File: src/rtl/pwm_decode_if.sv
// PWM decoder connection bundle: enable and raw PWM pin toward the decoder,
// measured period/high time and strobes back to the control logic.
`timescale 1ns/1ps

interface pwm_decode_if #(
  parameter int CNT_W = 16
);
  logic             en;
  logic             sig_i;
  logic [CNT_W-1:0] period_o;
  logic [CNT_W-1:0] high_o;
  logic             valid_o;
  logic             ovf_o;
  logic             level_o;

  modport master (
    output en,
    output sig_i,
    input  period_o,
    input  high_o,
    input  valid_o,
    input  ovf_o,
    input  level_o
  );

  modport slave (
    input  en,
    input  sig_i,
    output period_o,
    output high_o,
    output valid_o,
    output ovf_o,
    output level_o
  );
endinterface

File: src/rtl/pwm_decode.sv
// Measures period and high time of an asynchronous PWM input in clk cycles,
// publishing one result per complete period with a single-cycle valid strobe.
`timescale 1ns/1ps

module pwm_decode #(
  parameter int CNT_W       = 16,
  parameter int SYNC_STAGES = 2
) (
  input  logic         clk,
  input  logic         rst,
  pwm_decode_if.slave  bus
);

  typedef enum logic [1:0] {
    IDLE,
    ARM,
    MEAS
  } state_t;

  localparam logic [CNT_W-1:0] CNT_MAX = '1;
  localparam logic [CNT_W-1:0] CNT_ONE = CNT_W'(1);

  state_t                 state;
  logic [SYNC_STAGES-1:0] sync_q;
  logic                   sig_s;
  logic                   sig_d;
  logic                   rise;
  logic [CNT_W-1:0]       period_cnt;
  logic [CNT_W-1:0]       high_cnt;
  logic [CNT_W-1:0]       period_q;
  logic [CNT_W-1:0]       high_q;
  logic                   valid_q;
  logic                   ovf_q;
  logic                   level_q;

  assign sig_s = sync_q[SYNC_STAGES-1];
  assign rise  = sig_s & ~sig_d;

  always_ff @(posedge clk or negedge rst) begin
    if (!rst) begin
      sync_q <= '0;
      sig_d  <= 1'b0;
    end else begin
      sync_q <= {sync_q[SYNC_STAGES-2:0], bus.sig_i};
      sig_d  <= sig_s;
    end
  end

  // A rise is checked before saturation so a period of exactly all-ones is
  // still published; a saturated counter with no rise reports overflow instead.
  always_ff @(posedge clk or negedge rst) begin
    if (!rst) begin
      state      <= IDLE;
      period_cnt <= '0;
      high_cnt   <= '0;
      period_q   <= '0;
      high_q     <= '0;
      valid_q    <= 1'b0;
      ovf_q      <= 1'b0;
      level_q    <= 1'b0;
    end else begin
      valid_q <= 1'b0;
      ovf_q   <= 1'b0;
      if (!bus.en) begin
        state      <= IDLE;
        period_cnt <= '0;
        high_cnt   <= '0;
      end else begin
        case (state)
          IDLE: begin
            period_cnt <= '0;
            high_cnt   <= '0;
            state      <= ARM;
          end
          ARM: begin
            if (rise) begin
              period_cnt <= CNT_ONE;
              high_cnt   <= CNT_ONE;
              state      <= MEAS;
            end
          end
          MEAS: begin
            if (rise) begin
              period_q   <= period_cnt;
              high_q     <= high_cnt;
              valid_q    <= 1'b1;
              period_cnt <= CNT_ONE;
              high_cnt   <= CNT_ONE;
            end else if (period_cnt == CNT_MAX) begin
              ovf_q      <= 1'b1;
              level_q    <= sig_s;
              period_cnt <= '0;
              high_cnt   <= '0;
              state      <= ARM;
            end else begin
              period_cnt <= period_cnt + CNT_ONE;
              high_cnt   <= high_cnt + {{(CNT_W-1){1'b0}}, sig_s};
            end
          end
          default: begin
            state <= IDLE;
          end
        endcase
      end
    end
  end

  assign bus.period_o = period_q;
  assign bus.high_o   = high_q;
  assign bus.valid_o  = valid_q;
  assign bus.ovf_o    = ovf_q;
  assign bus.level_o  = level_q;

endmodule

File: src/flat_wrapper.sv
// flat-port wrapper written by rule: the top's interface ports become plain ports
module pwm_decode_flat 
#(
  parameter int CNT_W       = 16,
  parameter int SYNC_STAGES = 2
)
  (clk, rst, bus_en, bus_sig_i, bus_period_o, bus_high_o, bus_valid_o, bus_ovf_o, bus_level_o);
  pwm_decode_if #(.CNT_W(CNT_W)) bus_i ();
  input  logic clk;
  input  logic rst;
  input wire logic [$bits(bus_i.en)-1:0] bus_en;
  input wire logic [$bits(bus_i.sig_i)-1:0] bus_sig_i;
  output wire logic [$bits(bus_i.period_o)-1:0] bus_period_o;
  output wire logic [$bits(bus_i.high_o)-1:0] bus_high_o;
  output wire logic [$bits(bus_i.valid_o)-1:0] bus_valid_o;
  output wire logic [$bits(bus_i.ovf_o)-1:0] bus_ovf_o;
  output wire logic [$bits(bus_i.level_o)-1:0] bus_level_o;
  assign bus_i.en = bus_en;
  assign bus_i.sig_i = bus_sig_i;
  assign bus_period_o = bus_i.period_o;
  assign bus_high_o = bus_i.high_o;
  assign bus_valid_o = bus_i.valid_o;
  assign bus_ovf_o = bus_i.ovf_o;
  assign bus_level_o = bus_i.level_o;
  pwm_decode #(.CNT_W(CNT_W), .SYNC_STAGES(SYNC_STAGES)) u_core (.clk(clk), .rst(rst), .bus(bus_i));
endmodule
File: config.mk
export PLATFORM = sky130hd
export DESIGN_NAME = pwm_decode_flat
export DESIGN_NICKNAME = d
export VERILOG_FILES = /design/src/rtl/pwm_decode_if.sv /design/src/rtl/pwm_decode.sv /design/src/flat_wrapper.sv
export SDC_FILE = /design/constraint.sdc
export NUM_CORES = 1
export LEC_CHECK = 0
export CAP_MARGIN = 10
export CORE_MARGIN = 2
export CORE_UTILIZATION = 40
export CTS_CLUSTER_DIAMETER = 100
export DETAILED_ROUTE_END_ITERATION = 12
export GPL_TIMING_DRIVEN = 0
export SLEW_MARGIN = 15
export SYNTH_ARGS = -nofsm -noshare
export SYNTH_HDL_FRONTEND = slang
export SYNTH_SLANG_ARGS = --single-unit
File: constraint.sdc
create_clock -name clk -period 6.05 [get_ports clk]
set_clock_uncertainty 0.1 [all_clocks]
set_input_delay 1.815 -clock clk [delete_from_list [all_inputs] [get_ports clk]]
set_output_delay 1.815 -clock clk [all_outputs]
set_load 0.01 [all_outputs]
Word level (Yosys, flattened, before mapping)

Index checks and enable logic that the tools add are counted.

Add/sub/neg operators: 2
Eq/ne operators: 7
Multiplexer cells: 21
Bitwise logic cells: 3
Reduce and logical (&&, ||, !) cells: 5

Operators with widths:

| cell                                                                   | number |
|---|---|
| 16-bit 2-to-1 mux                                                      | 7 |
| 16-bit one-hot mux with 3 select lines                                 | 2 |
| 16-bit by 1-bit adder with 16-bit output                               | 1 |
| 16-bit by 1-bit adder with 16-bit output (second input constant)       | 1 |
| 16-bit equality test (second input constant)                           | 1 |
| 2-bit 2-to-1 mux                                                       | 4 |
| 1-bit 2-to-1 mux                                                       | 7 |
| 3-bit by 2-bit != test with 1-bit output (second input constant)       | 2 |
| 2-bit one-hot mux with 3 select lines                                  | 1 |
| 3-bit AND reduction                                                    | 2 |
| 4-bit by 1-bit != test with 1-bit output (second input constant)       | 1 |
| 4-bit AND reduction                                                    | 1 |
| 3-bit != test (second input constant)                                  | 1 |
| 2-bit by 1-bit equality test with 1-bit output (second input constant) | 1 |
| 2-bit equality test (second input constant)                            | 1 |
| 2-bit logical NOT                                                      | 1 |
| 1-bit NOT                                                              | 2 |
| 2-bit AND reduction                                                    | 1 |
| 1-bit AND                                                              | 1 |

Bits in registers: 72
Output and inout bits: 35
Word-level logic and storage cells: 48

Longest topological paths before layout

Word-level depth: 5
Gate-level depth with buffers: 8
Mapped depth without buffers: 6

Worst setup path after synthesis

OpenSTA, ideal clock, no wires.

Kind: in2reg
Start: in bus_en
End: reg u_core.high_cnt[1]
Library setup time: 0.140 ns
Data arrival time: 2.934 ns
Required time: 5.810 ns
Setup slack: 2.877 ns
Stages: 5
Path buffers: 2
Path through: buf_2 -> nor4b_1 -> a31oi_1 -> clkbuf_1 -> a31oi_1

Cells in the longest elaborated chain, start to end: 2
Elaborated cells on any way between the ends: 4

RTL lines:

| element                                                                                                                      | RTL line           | source |
|---|---|---|
| start, declared                                                                                                              | flat_wrapper.sv:11 | `input wire logic [$bits(bus_i.en)-1:0] bus_en;` |
| 4-bit by 1-bit != test with 1-bit output (no source line) / 3-bit by 2-bit != test with 1-bit output (equally long branches) | n/a                |  |
| 2-bit AND reduction (no source line)                                                                                         | n/a                |  |
| end signal, assigned                                                                                                         | pwm_decode.sv:97   | `high_cnt <= high_cnt + {{(CNT_W-1){1'b0}}, sig_s};` |
| end, declared                                                                                                                | pwm_decode.sv:29   | `logic [CNT_W-1:0] high_cnt;` |

Several ways; a longest one is shown, not always the timed one.
A chain may end at the register's enable or synchronous reset.

Worst setup path after layout

Ends and elaborated chain as after synthesis.

==> summary.md <==
| Metric | Value |
|---|---|
| Fillers | 791 |
| Worst setup path category | primary input to register |
| Outcome | complete, no violations |
| Top Ports | 39 |
| Hold_buf cts | 0 |
| Final worst slack | 2.20 ns |
| Crit-path cells | clkdlybuf4s50_1, buf_2, nor4b_1, a31oi_1, clkbuf_1, a31oi_1 |
| Vias/cell | 6.02 |
| Ys flop type | dfrtp_1 |
| DRT Wirelength | 8910 µm |
| Routed length per instance | 18.0 µm |
| Power Total | 1.05 mW |
| Compound-Gate Fraction of Synth Area | 13.8% |
| Placed cell areas | 4120 µm² |
| Post-CTS setup buffer count | 0 |
| Syn. warnings | 0 |
| Post-synthesis simple-gate area fraction | 17.7% |
| Max Cap Viol | 0 |
| Most common library cells after synthesis | 72 x dfrtp_1, 40 x a31oi_1, 32 x mux2_2, 25 x nand2_1, 25 x nand3_1 |
| Slew Viols, Final | 0 |
| Clock slew at reported path FFs | 0.08 ns |
| Final hold viol count | 0 |
| Unique cell type count in the Yosys netlist | 44 |
| Worst IR Drop VDD | 0.163 mV |
| Synth Register Bits | 72 |
| H-tree depth | 3 |
| Fin nets | 393 |
| Die height | 98.8 µm |
| Ant. Diodes | 0 |
| Syn avg cell area | 10.8 µm² |
| # resized after CTS | 0 |
| Via count | 2979 |
| Reg2reg start | u_core.state[1] |
| Crit path buf inv count | 3 |
| Starting Density | 41.2% |
| Clock Tree Buf Depth | 2 |
| Final Instance Count excl. Fillers | 495 |
| Slowest CP cell | a31oi_1 |
| Hold/Removal Path Class | register to register |
| Mux contribution to synthesized area | 11.2% |
| Most numerous cell in the Yosys netlist | dfrtp_1 |
| Synth Area in Adders | 2.44% |
| CTS tree | done |
| Share of layout cells above drive strength 1 | 18.3% |
| Setup crit end kind | register |
| CP max FO | 10 |
| Clk root buf | clkbuf_8 |
| Post-Syn Nets | 343 |
| Antenna-violating nets left | 0 |
| Synthesized cell area | 3590 µm² |
| Area of the multi-input gates | 1620 µm² |
| Grt ovf | 0 |
| Synth-to-Final Area Change | 21.0% |
| Iter 0 DRT Violations | 244 |
| Port bufs | 38 |
| Fin area | 4340 µm² |
| Setup TNS | 0 ns |
| Leak Pwr | 1.84 nW |
| Initial antenna violation count | 0 |
| Largest family of logic cells by synthesized area | simple AND/OR/NAND/NOR gates |
| Total GRT Usage | 19.8% |
| Setup crit start kind | primary input |
| Crit path launch | bus_en |
| Fin Hold WS | 0.251 ns |
| Sequential area share after synthesis | 50.2% |
| Pre-CTS WS | 1.89 ns |
| Die Footprint | 9750 µm² |
| First-pass GRT wire length | 15200 µm |
| Placed cell count | 479 |
| Min cycle time layout | 3.85 ns |
| Worst slew pin tran | 0.810 ns |
| EDFF count, synth | 0 |
| Final Core Density | 49.8% |
| Fin crit share | 63.6% |
| Num Clock Sinks | 72 |
| # rows | 34 |
| Most used cell, CP | a31oi_1 |
| Placer Congestion | 0.853 |
| DR DRC count | 0 |
| Yosys top cell by area | dfrtp_1 |
| Max-slew headroom | 45.7% |
| Crit-path leading delay family | buffers and inverters |
| Vias in the first global route | 2840 |
| RSZ-0062 raised after global routing | no |
| Pwr Density | 241 nW/µm² |
| Xor-xnor portion of the synthesized cell area | 0% |
| CP required | 6.16 ns |
| Clk Latency, worst-skew pair | 0.35 ns |
| TritonCTS Buffers | 9 |
| Core area | 8720 µm² |
| Pin count of the biggest net entering global routing | 39 |
| Post-synth top area share | 50.2% |
| Cell count after synthesis | 332 |
| CP max stage delay | 0.63 ns |
| Post-synth ARST share | 100% |
| WP data arrival | 3.95 ns |
| Min-delay src | u_core.sync_q[0] |
| Top post-synthesis cells by area | dfrtp_1 50%, mux2_2 10%, a31oi_1 7.0%, nand3_1 3.5%, nand4_1 2.8% |
| Drt first pass iters | 5 |
| Seq. cell area | 1800 µm² |
| Final setup violating endpoints | 0 |
| F_max | 0.260 GHz |
| Post-DP HPWL | 5910 µm |
| Die extent in x | 98.8 µm |
==> area by class of cell <==
type,count,area share [%]
plain buffers,26,3.37
clock buffers,11,3.25
clock inverters,5,1.81
inverters,6,0.518
multi-input cells,228,37.3
flip-flops and latches,72,41.5
well taps,108,3.11
repair buffers,39,9.16
==> state kept, by name (all words and copies together) (netlist names) <==
name	cells
u_core.bus.ovf_o	1
u_core.bus.period_o	16
u_core.bus.high_o	16
u_core.bus.level_o	1
u_core.sig_d	1
u_core.period_cnt	16
u_core.bus.valid_o	1
u_core.sync_q	2
u_core.high_cnt	16
u_core.state	2
==> worst register-to-register path: stages, from the launching register on <==
cell and delay, ns:
dfrtp_1 0.41, inv_1 0.10, ha_1 0.15, clkbuf_1 0.30, nor4b_1 0.13, a31oi_1 0.63, clkbuf_1 0.54, a31oi_1 0.18
==> cell usage in the layout (no fill, tap or decap), types with 2 or more instances in the layout <==
cell	count
or4_1	3
or3_1	4
bufinv_16	2
mux2_2	32
and3_1	5
nand2_1	25
and4_1	4
clkbuf_8	10
a21oi_1	3
buf_2	9
a31oi_1	40
or4bb_1	2
dfrtp_1	72
clkinv_2	2
inv_1	6
nand3_1	25
ha_1	7
nor4_1	5
buf_6	5
mux2i_1	3
clkdlybuf4s50_1	37
buf_1	2
clkbuf_1	11
o21ai_1	3
o211ai_1	10
nand4_1	16
o21ai_0	2
nand3b_1	2
nor2_1	9
a41oi_1	6
nor3_1	3
and2_1	3
==> routing by layer <==
layer / GRT usage [%] / part of all wire [%] / vias up / routed length [µm]
li1: - / - / 1369 / -
met1: 29.3 / 46 / 1448 / 4140
met2: 28.7 / 45 / 139 / 4020
met3: 3.83 / 6.2 / 23 / 548
met4: 7.59 / 2.2 / 0 / 199
met5: 0 / 0 / - / 0
==> power breakdown <==
group / internal (mW) / leakage [nW] / switching, mW
sequential: 0.487 / 0.998 / 0.00710
combinational: 0.0377 / 0.725 / 0.0887
clock: 0.244 / 0.114 / 0.183
==> path summary, 6_finish.rpt <==
kind / slack (ns) / cells past startpoint / endpoint
max reg2reg: 3.37 / 7 / u_core.high_cnt[1]
min in group asynchronous: 1.31 / 1 / u_core.period_cnt[1]
max: 2.20 / 6 / u_core.high_cnt[1]
min reg2reg: 0.25 / 0 / u_core.sync_q[1]
min: 0.25 / 0 / u_core.sync_q[1]
max in group asynchronous: 3.98 / 2 / u_core.high_cnt[5]
==> cells by family after synthesis <==
logic type	Yosys count
compound gates	72
fa+ha+maj	7
buf+inv	32
flops	72
mux	36
simple gates	113
No activity file was read; power rests on OpenSTA's default activity.
